**config.mk**
```make
export PLATFORM = sky130hd
export DESIGN_NAME = issue_queue_flat
export DESIGN_NICKNAME = d
export VERILOG_FILES = /design/src/rtl/issue_queue_if.sv /design/src/rtl/issue_queue.sv /design/src/flat_wrapper.sv
export SDC_FILE = /design/constraint.sdc
export NUM_CORES = 1
export LEC_CHECK = 0
export CAP_MARGIN = 10
export CORE_ASPECT_RATIO = 1.25
export CORE_MARGIN = 3
export CORE_UTILIZATION = 55
export CTS_CLUSTER_SIZE = 14
export DETAILED_ROUTE_END_ITERATION = 12
export PLACE_DENSITY_LB_ADDON = 0.15
export SLEW_MARGIN = 10
export SYNTH_ARGS = -nofsm -noshare
export SYNTH_HDL_FRONTEND = slang
export SYNTH_SLANG_ARGS = --single-unit
```
**constraint.sdc**
```tcl
create_clock -name clk_i -period 30.1 [get_ports clk_i]
set_clock_uncertainty 0.05 [all_clocks]
set_input_delay 6.02 -clock clk_i [delete_from_list [all_inputs] [get_ports clk_i]]
set_output_delay 6.02 -clock clk_i [all_outputs]
set_load 0.05 [all_outputs]
```
**src/rtl/issue_queue_if.sv**
```systemverilog
// issue_queue_if: fetch-side and decode-side handshakes plus occupancy for issue_queue
interface issue_queue_if #(
  parameter int DEPTH = 8,
  parameter int XLEN  = 32,
  parameter int ILEN  = 32,
  parameter int HLEN  = 5
);
  logic                    flush_i;
  logic                    fetch_valid_i;
  logic                    fetch_ready_o;
  logic [ILEN-1:0]         fetch_instr_i;
  logic [XLEN-1:0]         fetch_pred_pc_i;
  logic [XLEN-1:0]         fetch_pred_target_i;
  logic                    fetch_pred_taken_i;
  logic [HLEN-1:0]         fetch_pred_index_i;
  logic                    issue_valid_o;
  logic                    issue_ready_i;
  logic [ILEN-1:0]         issue_instr_o;
  logic [XLEN-1:0]         issue_pred_pc_o;
  logic [XLEN-1:0]         issue_pred_target_o;
  logic                    issue_pred_taken_o;
  logic [HLEN-1:0]         issue_pred_index_o;
  logic [$clog2(DEPTH):0]  count_o;
  modport slave (
    input  flush_i, fetch_valid_i, fetch_instr_i, fetch_pred_pc_i, fetch_pred_target_i,
           fetch_pred_taken_i, fetch_pred_index_i, issue_ready_i,
    output fetch_ready_o, issue_valid_o, issue_instr_o, issue_pred_pc_o, issue_pred_target_o,
           issue_pred_taken_o, issue_pred_index_o, count_o
  );
  modport master (
    output flush_i, fetch_valid_i, fetch_instr_i, fetch_pred_pc_i, fetch_pred_target_i,
           fetch_pred_taken_i, fetch_pred_index_i, issue_ready_i,
    input  fetch_ready_o, issue_valid_o, issue_instr_o, issue_pred_pc_o, issue_pred_target_o,
           issue_pred_taken_o, issue_pred_index_o, count_o
  );
endinterface

```
**src/rtl/issue_queue.sv**
```systemverilog
// issue_queue: in-order circular instruction buffer between fetch and decode with one-cycle flush
module issue_queue #(
  parameter int DEPTH = 8,
  parameter int XLEN  = 32,
  parameter int ILEN  = 32,
  parameter int HLEN  = 5
) (
  input logic          clk_i,
  input logic          rst_i,
  issue_queue_if.slave q
);
  localparam int AW = $clog2(DEPTH);
  localparam int CW = AW + 1;
  localparam int EW = ILEN + 2 * XLEN + 1 + HLEN;
  logic [AW-1:0] rd_q, rd_d, wr_q, wr_d;
  logic [CW-1:0] cnt_q, cnt_d;
  logic [EW-1:0] mem_q [DEPTH];
  logic          push, pop;
  // Ready/valid depend only on registered occupancy, so a full queue never takes a push in its pop cycle
  assign q.fetch_ready_o = cnt_q != CW'(DEPTH);
  assign q.issue_valid_o = cnt_q != '0;
  assign q.count_o       = cnt_q;
  assign push            = q.fetch_valid_i & q.fetch_ready_o;
  assign pop             = q.issue_valid_o & q.issue_ready_i;
  assign {q.issue_instr_o, q.issue_pred_pc_o, q.issue_pred_target_o, q.issue_pred_taken_o,
          q.issue_pred_index_o} = q.issue_valid_o ? mem_q[rd_q] : '0;
  // Next pointers and occupancy; flush empties the queue and discards that cycle's push/pop
  always_comb begin
    rd_d  = q.flush_i ? '0 : rd_q + AW'(pop);
    wr_d  = q.flush_i ? '0 : wr_q + AW'(push);
    cnt_d = q.flush_i ? '0 : cnt_q + CW'(push) - CW'(pop);
  end
  // Pointer/occupancy registers; reset overrides everything
  always_ff @(posedge clk_i) begin
    rd_q  <= rst_i ? '0 : rd_d;
    wr_q  <= rst_i ? '0 : wr_d;
    cnt_q <= rst_i ? '0 : cnt_d;
  end
  // Entry storage is never cleared; a stray write during flush lands beyond the reset pointers
  always_ff @(posedge clk_i) begin
    if (push) mem_q[wr_q] <= {q.fetch_instr_i, q.fetch_pred_pc_i, q.fetch_pred_target_i,
                              q.fetch_pred_taken_i, q.fetch_pred_index_i};
  end
endmodule

```
**src/flat_wrapper.sv**
```systemverilog
// flat-port wrapper written by rule: the top's interface ports become plain ports
module issue_queue_flat 
#(
  parameter int DEPTH = 8,
  parameter int XLEN  = 32,
  parameter int ILEN  = 32,
  parameter int HLEN  = 5
)
  (clk_i, rst_i, q_flush_i, q_fetch_valid_i, q_fetch_instr_i, q_fetch_pred_pc_i, q_fetch_pred_target_i, q_fetch_pred_taken_i, q_fetch_pred_index_i, q_issue_ready_i, q_fetch_ready_o, q_issue_valid_o, q_issue_instr_o, q_issue_pred_pc_o, q_issue_pred_target_o, q_issue_pred_taken_o, q_issue_pred_index_o, q_count_o);
  issue_queue_if #(.DEPTH(DEPTH), .XLEN(XLEN), .ILEN(ILEN), .HLEN(HLEN)) q_i ();
  input logic clk_i;
  input logic rst_i;
  input wire logic [$bits(q_i.flush_i)-1:0] q_flush_i;
  input wire logic [$bits(q_i.fetch_valid_i)-1:0] q_fetch_valid_i;
  input wire logic [$bits(q_i.fetch_instr_i)-1:0] q_fetch_instr_i;
  input wire logic [$bits(q_i.fetch_pred_pc_i)-1:0] q_fetch_pred_pc_i;
  input wire logic [$bits(q_i.fetch_pred_target_i)-1:0] q_fetch_pred_target_i;
  input wire logic [$bits(q_i.fetch_pred_taken_i)-1:0] q_fetch_pred_taken_i;
  input wire logic [$bits(q_i.fetch_pred_index_i)-1:0] q_fetch_pred_index_i;
  input wire logic [$bits(q_i.issue_ready_i)-1:0] q_issue_ready_i;
  output wire logic [$bits(q_i.fetch_ready_o)-1:0] q_fetch_ready_o;
  output wire logic [$bits(q_i.issue_valid_o)-1:0] q_issue_valid_o;
  output wire logic [$bits(q_i.issue_instr_o)-1:0] q_issue_instr_o;
  output wire logic [$bits(q_i.issue_pred_pc_o)-1:0] q_issue_pred_pc_o;
  output wire logic [$bits(q_i.issue_pred_target_o)-1:0] q_issue_pred_target_o;
  output wire logic [$bits(q_i.issue_pred_taken_o)-1:0] q_issue_pred_taken_o;
  output wire logic [$bits(q_i.issue_pred_index_o)-1:0] q_issue_pred_index_o;
  output wire logic [$bits(q_i.count_o)-1:0] q_count_o;
  assign q_i.flush_i = q_flush_i;
  assign q_i.fetch_valid_i = q_fetch_valid_i;
  assign q_i.fetch_instr_i = q_fetch_instr_i;
  assign q_i.fetch_pred_pc_i = q_fetch_pred_pc_i;
  assign q_i.fetch_pred_target_i = q_fetch_pred_target_i;
  assign q_i.fetch_pred_taken_i = q_fetch_pred_taken_i;
  assign q_i.fetch_pred_index_i = q_fetch_pred_index_i;
  assign q_i.issue_ready_i = q_issue_ready_i;
  assign q_fetch_ready_o = q_i.fetch_ready_o;
  assign q_issue_valid_o = q_i.issue_valid_o;
  assign q_issue_instr_o = q_i.issue_instr_o;
  assign q_issue_pred_pc_o = q_i.issue_pred_pc_o;
  assign q_issue_pred_target_o = q_i.issue_pred_target_o;
  assign q_issue_pred_taken_o = q_i.issue_pred_taken_o;
  assign q_issue_pred_index_o = q_i.issue_pred_index_o;
  assign q_count_o = q_i.count_o;
  issue_queue #(.DEPTH(DEPTH), .XLEN(XLEN), .ILEN(ILEN), .HLEN(HLEN)) u_core (.clk_i(clk_i), .rst_i(rst_i), .q(q_i));
endmodule
```
==> reports/results.tsv, run 1 <==
stage	metric	value	unit
yosys	top cells by area, synth	edfxtp_1 79%, mux4_2 14%, a22o_1 2.9%	
worst_setup_path	Worst Path Arrival	4.96	ns
final_layout	Area growth, synth to finish	17.07	%
grt	vias in the first global route	14952	
sta	Slew Viols, Final	0	
sta	minimum clock period	11.03	ns
sta	worst setup slack after layout	19.07	ns
clock_tree	Post-CTS Hold Buffers	0	
sta	unrepaired setup endpoints after global routing	false	
yosys	sequential share of the synthesized area	0.7958	
run_status	status	completed	
route	Routed Antenna Nets	0	
route	Routed wire per std cell	27.20	um
place	Placed Area	34000	um2
clock_tree	later-pin clock latency in the skew report	0.61	ns
floorplan	Site Rows	96	
grt	Tot GR Track Use	0.2158	
worst_setup_path	Crit Path Max Fanout	124	
yosys	Netlist cell types	32	
power_and_ir_drop	post-layout power	3.062	mW
floorplan	I/O Pins	215	
sta	FMAX	90.66	MHz
grt	largest net degree at the start of global routing	125	
final_layout	fraction of layout cells with a size suffix above 1	0.2144	
worst_setup_path	crit path kind	reg2out	
yosys	most frequent cell after synthesis	edfxtp_1	
route	met3 WL post-DR	3639	um
yosys	ys async rst share	0	
yosys	Synth Register Bits	826	
clock_tree	postcts setup bufs	0	
clock_tree	CTS tree	yes	
yosys	Synth top area share	0.7894	
grt	antenna violations before repair	6	
yosys	syn_nets	1374	
clock_tree	post-CTS sizing	0	
yosys	number of synthesized flops with an enable pin	816	
place	gpl congestion	0.6988	
yosys	Post-Syn Area	31040	um2
power_and_ir_drop	standby leakage power	11.24	nW
sta	final hold vios	0	
clock_tree	clock sink count	826	
clock_tree	clock transition at the registers of the reported paths	0.06	ns
yosys	Commonest cells post-synth	816 x edfxtp_1, 194 x mux4_2, 102 x a22o_1, 23 x clkbuf_1, 17 x buf_2	
floorplan	Initial Util	0.5606	
grt	first-pass GRT wire length	94380	um
power_and_ir_drop	pwr dens	84.26	nW/um2
flow_run	Max-cap violations	0	
sta	Slew @ Worst Pin	1.111	ns
grt	Overflow after GRT	0	
route	vias	13968	
floorplan	chip width	218.5	um
place	IO Port Bufs	214	
sta	total negative slack	0	ns
final_layout	design area	36340	um2
hold_path	Hold/Removal Path Class	reg2reg	
worst_setup_path	Req. time, crit path	24.03	ns
sta	max_slew headroom	0.2590	
floorplan	Die Area	59350	um2
sta	Final setup viols	0	
route	# DRC	0	
worst_setup_path	Worst Setup SP	u_core.rd_q[0]	
route	met2 wire length	31980	um
route	first-pass detailed-route iteration total	5	
yosys	prevailing post-synth register cell	edfxtp_1	
final_layout	nets	1630	
yosys	Cells after Synth	1256	
place	Setup WS pre-CTS	19.57	ns
route	wire length on met1	25950	um
yosys	Synth area leader	edfxtp_1	
yosys	syn_area_per_cell	24.72	um2
sta	period utilisation layout	0.3665	
hold_path	HP Start	u_core.wr_q[2]	
clock_tree	largest buffer count on any clock path	3	
route	Top Metal Used	met5	
final_layout	utilization after layout	0.6563	
route	starting DRC count in detailed routing	1179	
power_and_ir_drop	maximum VDD drop	0.07519	mV
clock_tree	Root Driver	clkbuf_16	
route	final WL	62750	um
worst_setup_path	startpoint types	flip-flop	
place	post-DP HPWL	32880	um
route	Via density	6.055	
clock_tree	CTS Buf Count	78	
worst_setup_path	Crit Reg-Reg Startpoint	u_core.q.count_o[2]	
yosys	synth warn	0	
floorplan	Die H	271.6	um
floorplan	Std-Cell Core Area	55370	um2
clock_tree	H-tree depth	3	
worst_setup_path	Worst setup EP type	primary output	
[per-stage QoR]
stage,instances,hold slack (ns)
after floorplan,1256,0.4775
after global placement,2167,0.5267
after detailed placement,2167,0.5431
after CTS,2302,0.5648
after global routing,2303,0.6010
final,2307,0.5604
[final cells by class]
class | instances | area, um2
diodes | 5 | 12.51
clock buffers | 100 | 2120
clock inverters | 35 | 207.7
fillers | 3609 | 19030
inverters | 8 | 30.03
multi-input cells | 354 | 5959
flip-flops and latches | 826 | 24710
well taps | 735 | 919.6
repair buffers | 244 | 2380
[path summary, 6_finish.rpt]
check	endpoint	slack (ns)	cells after the start
hold reg to reg	u_core.wr_q[2]	0.56	2
setup reg to reg	u_core.mem_q[0][51]	26.25	7
hold / removal	u_core.wr_q[2]	0.56	2
setup / recovery	q_issue_pred_target_o[14]	19.07	5
[layout by cell type, fill, tap and decap left out, types with 2 or more instances in the layout]
master and n:
nand2b_1 2, dfxtp_4 2, clkbuf_1 18, edfxtp_1 816, nor2_4 7, clkinv_2 8, clkdlybuf4s50_1 214, nor3_1 4
clkinv_1 19, nand2_1 2, mux4_1 10, clkinv_4 2, inv_1 8, diode_2 5, dfxtp_1 8, clkbuf_16 82
ha_1 10, buf_4 29, nor3_2 2, clkinvlp_4 2, and2_1 6, a22o_1 102, mux4_2 194, inv_6 2
xnor2_1 2
[kinds of logic (layout without fill, tap and decap cells)]
logic type | after synthesis | after routing | share of synthesized area
flops | 826 | 826 | 0.7958
compound gates | 104 | 104 | 0.02918
fa+ha+maj | 11 | 11 | 0.004676
buf+inv | 76 | 387 | 0.01447
other cells | 0 | 5 | 0
mux | 205 | 205 | 0.1495
xor+xnor | 3 | 3 | 0.0008466
simple gates | 31 | 31 | 0.005482
[sequential cells by signal (all words and copies together) (netlist names)]
signal / cells
u_core.wr_q: 3
u_core.q.count_o: 4
u_core.rd_q: 3
u_core.mem_q: 816
[critical path, cell delays in order (launching register included)]
cell             delay, ns
dfxtp_4               0.84
buf_12                0.73
buf_4                 0.89
mux4_2                0.60
a22o_1                0.30
clkdlybuf4s50_1       0.73
[where the power goes]
part / switching [mW] / internal, mW
logic: 0.555 / 0.290
registers: 0.0130 / 1.30
clock network: 0.398 / 0.505
[routing by layer]
layer,track usage,vias to the layer above
li1,-,5982
met5,0,-
met3,0.03930,79
met1,0.3070,7495
met4,0.05925,8
met2,0.3510,404
(Power assumes the default switching activity.)
==> run 2: changes to the inputs <==
--- a/config.mk
+++ b/config.mk
@@ -8,7 +8,7 @@
 export CAP_MARGIN = 10
 export CORE_ASPECT_RATIO = 1.25
 export CORE_MARGIN = 3
-export CORE_UTILIZATION = 55
+export CORE_UTILIZATION = 53
 export CTS_CLUSTER_SIZE = 14
 export DETAILED_ROUTE_END_ITERATION = 12
 export PLACE_DENSITY_LB_ADDON = 0.15
==> constraint.sdc (replaced) <==
create_clock -name clk_i -period 9.75 [get_ports clk_i]
set_clock_uncertainty 0.05 [all_clocks]
set_input_delay 1.95 -clock clk_i [delete_from_list [all_inputs] [get_ports clk_i]]
set_output_delay 1.95 -clock clk_i [all_outputs]
set_load 0.05 [all_outputs]
==> run 2 against run 1 <==
Net effect: non-clock buffer count shrank 10; hold slack improved by 0.0061 ns; clock power grew to 3.1 times the previous value; die area rose by 3.7%; utilization is 2.4 points lower; cell area grew 0.21%; routed wire length hardly changed; critical path type unchanged; largest cell class unchanged.
==> reports/results.tsv, run 2 (synthesized netlist as in run 1, its figures left out) <==
stage	metric	value	unit
run_status	status	completed	
final_layout	Area growth, synth to finish	17.32	%
place	IO Port Bufs	214	
sta	Final setup viols	0	
power_and_ir_drop	maximum VDD drop	0.2350	mV
floorplan	chip width	222.5	um
worst_setup_path	crit path kind	reg2out	
worst_setup_path	Crit Path Max Fanout	55	
worst_setup_path	CP Cell Sequence	inv_1, ha_1, nor3b_2, nor2_4, buf_4, buf_4, a22o_1, clkdlybuf4s50_1	
sta	Slew Viols, Final	0	
power_and_ir_drop	Clk network pwr share	0.298	
final_layout	footprint of the multi-input gates	5959	um2
clock_tree	Root Driver	clkbuf_16	
worst_setup_path	startpoint types	flip-flop	
sta	final hold vios	0	
route	Via density	6.070	
sta	period utilisation layout	0.6096	
route	# DRC	0	
sta	FMAX	168.3	MHz
floorplan	Site Rows	98	
final_layout	most frequent cells in the layout	816 x edfxtp_1, 214 x clkdlybuf4s50_1, 194 x mux4_2	
place	placed cells	2172	
final_layout	most common cell after layout, fill and taps aside	edfxtp_1	
clock_tree	clock transition at the registers of the reported paths	0.06	ns
worst_setup_path	Reg2Reg Setup Slack	6.12	ns
final_layout	nets	1620	
route	starting DRC count in detailed routing	1215	
worst_setup_path	crit-path most repeated cell	buf_4	
sta	total negative slack	0	ns
final_layout	Largest Register	u_core.mem_q	
worst_setup_path	CP max stage delay	0.81	ns
hold_path	Hold/Removal Path Class	reg2reg	
grt	Tot GR Track Use	0.2066	
power_and_ir_drop	Net Switching	2.935	mW
worst_setup_path	Worst setup EP type	primary output	
hold_path	WHS Path Cells	2	
grt	first-pass GRT wire length	95220	um
grt	Overflow after GRT	0	
place	post-DP HPWL	32820	um
grt	largest net degree at the start of global routing	98	
sta	Slew @ Worst Pin	1.090	ns
power_and_ir_drop	Comb power frac	0.271	
clock_tree	post-CTS sizing	0	
place	Setup WS pre-CTS	4.474	ns
route	final WL	62810	um
final_layout	FF/Latch Area	24710	um2
route	Routed wire per std cell	27.07	um
clock_tree	postcts setup bufs	0	
worst_setup_path	Worst Path Arrival	3.94	ns
sta	unrepaired setup endpoints after global routing	false	
worst_setup_path	R2R cell count	7	
power_and_ir_drop	Int Power	6.494	mW
clock_tree	CTS Buf Count	78	
sta	worst setup slack after layout	3.807	ns
floorplan	Std-Cell Core Area	57630	um2
power_and_ir_drop	standby leakage power	11.22	nW
clock_tree	Post-CTS Hold Buffers	0	
sta	max_slew headroom	0.2717	
route	Routed Antenna Nets	0	
floorplan	Initial Util	0.5386	
place	gpl congestion	0.7301	
final_layout	fraction of layout cells with a size suffix above 1	0.2118	
route	vias	14082	
route	first-pass detailed-route iteration total	7	
floorplan	Die Area	61530	um2
final_layout	Fill cells	3878	
final_layout	final std cells w/o fill	2320	
final_layout	max reg flops	816	
grt	antenna violations before repair	9	
worst_setup_path	Req. time, crit path	7.75	ns
flow_run	Max-cap violations	0	
grt	vias in the first global route	15006	
power_and_ir_drop	sequential share of power	0.430	
clock_tree	CTS tree	yes	
power_and_ir_drop	pwr dens	258.9	nW/um2
floorplan	I/O Pins	215	
clock_tree	largest buffer count on any clock path	3	
worst_setup_path	slowest CP cell	clkdlybuf4s50_1	
final_layout	utilization after layout	0.6319	
clock_tree	H-tree depth	3	
clock_tree	clock sink count	826	
sta	minimum clock period	5.943	ns
clock_tree	later-pin clock latency in the skew report	0.60	ns
power_and_ir_drop	sw frac	0.3112	
floorplan	Die H	276.6	um
## run 2: critical path, delay by kind of cell (launching register included)
kind | cells | cell delay, ns
compound gates | 1 | 0.25
fa+ha+maj | 1 | 0.19
simple gates | 2 | 0.30
buf+inv | 4 | 2.08
flops | 1 | 0.34
## run 2: layer usage
layer,up-vias,share of wire,global-route usage
li1,5966,-,-
met1,7606,0.41,0.2863
met2,403,0.50,0.3370
met3,101,0.057,0.04018
met4,6,0.024,0.06866
met5,-,0.00065,0
## run 2: path summary, 6_finish.rpt
check	startpoint	endpoint
min reg2reg	u_core.wr_q[2]	u_core.wr_q[2]
min	u_core.wr_q[2]	u_core.wr_q[2]
max	u_core.q.count_o[2]	q_issue_pred_target_o[12]
max reg2reg	u_core.q.count_o[2]	u_core.mem_q[3][21]
## run 2: final cells by class
type	count	area share
sequential	826	0.6786
multi-input combinational	354	0.1636
timing repair buffer	234	0.06569
clock buffer	99	0.05775
tap	750	0.02577
clock inverter	42	0.007284
inverter	8	0.0008246
antenna	7	0.0004810
## run 2: power by group through the flow
stage	combinational, mW	sequential [mW]	clock [mW]
detailed placement	2.58	4.13	0
floorplan	1.73	4.16	0
CTS	2.59	4.06	2.88
global placement	2.57	4.13	0
global route	2.67	4.06	3.02
finish	2.56	4.06	2.81
## run 2: metrics by stage
| stage | hold WS (ns) | power [mW] | cell area, um2 |
|---|---|---|---|
| 6_report | 0.5665 | 9.429 | 36420 |
| 4_1_cts | 0.5689 | 9.527 | 36400 |
| 5_1_grt | 0.6123 | 9.758 | 36410 |
| 3_5_place_dp | 0.5578 | 6.715 | 34030 |
| 3_3_place_gp | 0.5304 | 6.695 | 34030 |
| 2_1_floorplan | 0.4775 | 5.883 | 31040 |
==> run 3: changes to the inputs <==
--- a/config.mk
+++ b/config.mk
@@ -8,7 +8,7 @@
 export CAP_MARGIN = 10
 export CORE_ASPECT_RATIO = 1.25
 export CORE_MARGIN = 3
-export CORE_UTILIZATION = 53
+export CORE_UTILIZATION = 55
 export CTS_CLUSTER_SIZE = 14
 export DETAILED_ROUTE_END_ITERATION = 12
 export PLACE_DENSITY_LB_ADDON = 0.15
==> constraint.sdc (replaced) <==
create_clock -name clk_i -period 6.06 [get_ports clk_i]
set_clock_uncertainty 0.05 [all_clocks]
set_input_delay 1.212 -clock clk_i [delete_from_list [all_inputs] [get_ports clk_i]]
set_output_delay 1.212 -clock clk_i [all_outputs]
set_load 0.05 [all_outputs]
==> run 3 against run 2 <==
Net effect: utilization up 2.8 points; cell area grew 0.38%; hold slack gained 0.0040 ns; critical path depth fell by 4; first-iteration DRC count down 9.1%; critical path type unchanged.
==> reports/results.tsv, run 3 (synthesized netlist as in run 1, its figures left out) <==
stage	metric	value	unit
worst_setup_path	Req. time, crit path	4.80	ns
hold_path	WHS Path Cells	2	
place	IO Port Bufs	214	
floorplan	I/O Pins	215	
clock_tree	CTS Buf Count	77	
grt	largest net degree at the start of global routing	103	
power_and_ir_drop	Int Power	10.51	mW
clock_tree	Root Driver	clkbuf_16	
sta	Final setup viols	0	
sta	period utilisation layout	0.7897	
worst_setup_path	Worst Path Arrival	3.52	ns
clock_tree	post-CTS sizing	0	
final_layout	nets	1627	
floorplan	chip width	218.5	um
sta	Slew Viols, Final	0	
final_layout	Area growth, synth to finish	17.76	%
sta	total negative slack	0	ns
worst_setup_path	startpoint types	flip-flop	
place	gpl congestion	0.7202	
final_layout	most common cell after layout, fill and taps aside	edfxtp_1	
power_and_ir_drop	sequential share of power	0.427	
worst_setup_path	Worst setup EP type	primary output	
worst_setup_path	RR Endpoint	u_core.mem_q[5][72]	
route	final WL	62470	um
worst_setup_path	crit path kind	reg2out	
floorplan	Std-Cell Core Area	55370	um2
power_and_ir_drop	Comb power frac	0.277	
route	Routed wire per std cell	27.16	um
final_layout	max reg flops	816	
final_layout	Fill cells	3593	
place	placed cells	2164	
route	vias	14059	
route	starting DRC count in detailed routing	1105	
floorplan	Die Area	59350	um2
sta	FMAX	209.0	MHz
sta	unrepaired setup endpoints after global routing	false	
power_and_ir_drop	pwr dens	418.2	nW/um2
hold_path	Hold/Removal Path Class	reg2reg	
final_layout	Largest Register	u_core.mem_q	
power_and_ir_drop	maximum VDD drop	1.510	mV
final_layout	final std cells w/o fill	2300	
grt	antenna violations before repair	6	
clock_tree	postcts setup bufs	0	
worst_setup_path	Reg2Reg Setup Slack	3.04	ns
power_and_ir_drop	Net Switching	4.780	mW
grt	Overflow after GRT	0	
hold_path	hold endpoint	u_core.wr_q[0]	
clock_tree	clock transition at the registers of the reported paths	0.06	ns
flow_run	Max-cap violations	0	
clock_tree	largest buffer count on any clock path	3	
power_and_ir_drop	Clk network pwr share	0.297	
worst_setup_path	R2R cell count	6	
sta	Slew @ Worst Pin	0.7548	ns
grt	first-pass GRT wire length	95280	um
floorplan	Site Rows	96	
final_layout	utilization after layout	0.6602	
sta	minimum clock period	4.786	ns
worst_setup_path	Crit Path Max Fanout	32	
clock_tree	CTS tree	yes	
final_layout	fraction of layout cells with a size suffix above 1	0.2150	
hold_path	HP Start	u_core.wr_q[0]	
clock_tree	clock sink count	826	
final_layout	footprint of the multi-input gates	5972	um2
clock_tree	Post-CTS Hold Buffers	0	
run_status	status	completed	
route	first-pass detailed-route iteration total	5	
route	Routed Antenna Nets	0	
grt	vias in the first global route	15195	
clock_tree	later-pin clock latency in the skew report	0.60	ns
place	post-DP HPWL	31620	um
sta	max_slew headroom	0.4956	
worst_setup_path	Crit Reg-Reg Startpoint	u_core.q.count_o[2]	
power_and_ir_drop	sw frac	0.3126	
floorplan	Die H	271.6	um
grt	Tot GR Track Use	0.2165	
floorplan	Initial Util	0.5606	
power_and_ir_drop	standby leakage power	11.29	nW
final_layout	FF/Latch Area	24710	um2
route	# DRC	0	
sta	final hold vios	0	
route	Via density	6.113	
clock_tree	H-tree depth	3	
final_layout	most frequent cells in the layout	816 x edfxtp_1, 214 x clkdlybuf4s50_1, 194 x mux4_2	
==> run 3: layer usage <==
layer | routed length (um) | global-route usage | part of all wire
met5 | 54 | 0 | 0.00086
met3 | 3581 | 0.04366 | 0.057
met2 | 31430 | 0.3474 | 0.50
met1 | 26380 | 0.3110 | 0.42
met4 | 1023 | 0.05719 | 0.016
==> run 3: power groups by stage <==
stage,logic [mW],registers [mW],clock network (mW)
2_1_floorplan,2.78,6.67,0
3_3_place_gp,4.26,6.64,0
3_5_place_dp,4.27,6.65,0
4_1_cts,4.29,6.53,4.64
5_1_grt,4.43,6.54,4.88
6_report,4.23,6.52,4.53
==> run 3: how the worst max path moves through the flow <==
stage | start | endpoint | slack (ns) | cells past startpoint
floorplan | u_core.q.count_o[2] | u_core.mem_q[4][0] | -0.41 | 5
global placement | u_core.rd_q[0] | q_issue_instr_o[20] | 1.84 | 4
detailed placement | u_core.rd_q[0] | q_issue_instr_o[20] | 1.84 | 4
CTS | u_core.rd_q[0] | q_issue_instr_o[20] | 1.17 | 4
global route | u_core.rd_q[0] | q_issue_instr_o[20] | 1.06 | 4
finish | u_core.rd_q[0] | q_issue_instr_o[20] | 1.27 | 4
==> run 3: worst max-delay path, cell delays in order, from the launching register on <==
cell and delay [ns]:
dfxtp_4 0.78, buf_4 0.54, mux4_1 0.63, a22o_1 0.21
clkdlybuf4s50_1 0.71
==> run 3: metrics by stage <==
stage / setup WS (ns) / power (mW) / area (um2) / hold WS, ns
2_1_floorplan: -0.4122 / 9.444 / 31050 / 0.4775
3_3_place_gp: 1.841 / 10.90 / 34180 / 0.5238
3_5_place_dp: 1.836 / 10.92 / 34180 / 0.5549
4_1_cts: 1.166 / 15.46 / 36520 / 0.5651
5_1_grt: 1.057 / 15.84 / 36550 / 0.5879
6_report: 1.274 / 15.29 / 36560 / 0.5705
==> run 3: cell type report <==
class / instances / share of cell area
clock inverter: 35 / 0.007598
inverter: 8 / 0.0008214
tap: 735 / 0.02516
timing repair buffer: 242 / 0.07037
antenna: 2 / 0.0001369
sequential: 826 / 0.6760
clock buffer: 98 / 0.05658
multi-input combinational: 354 / 0.1634
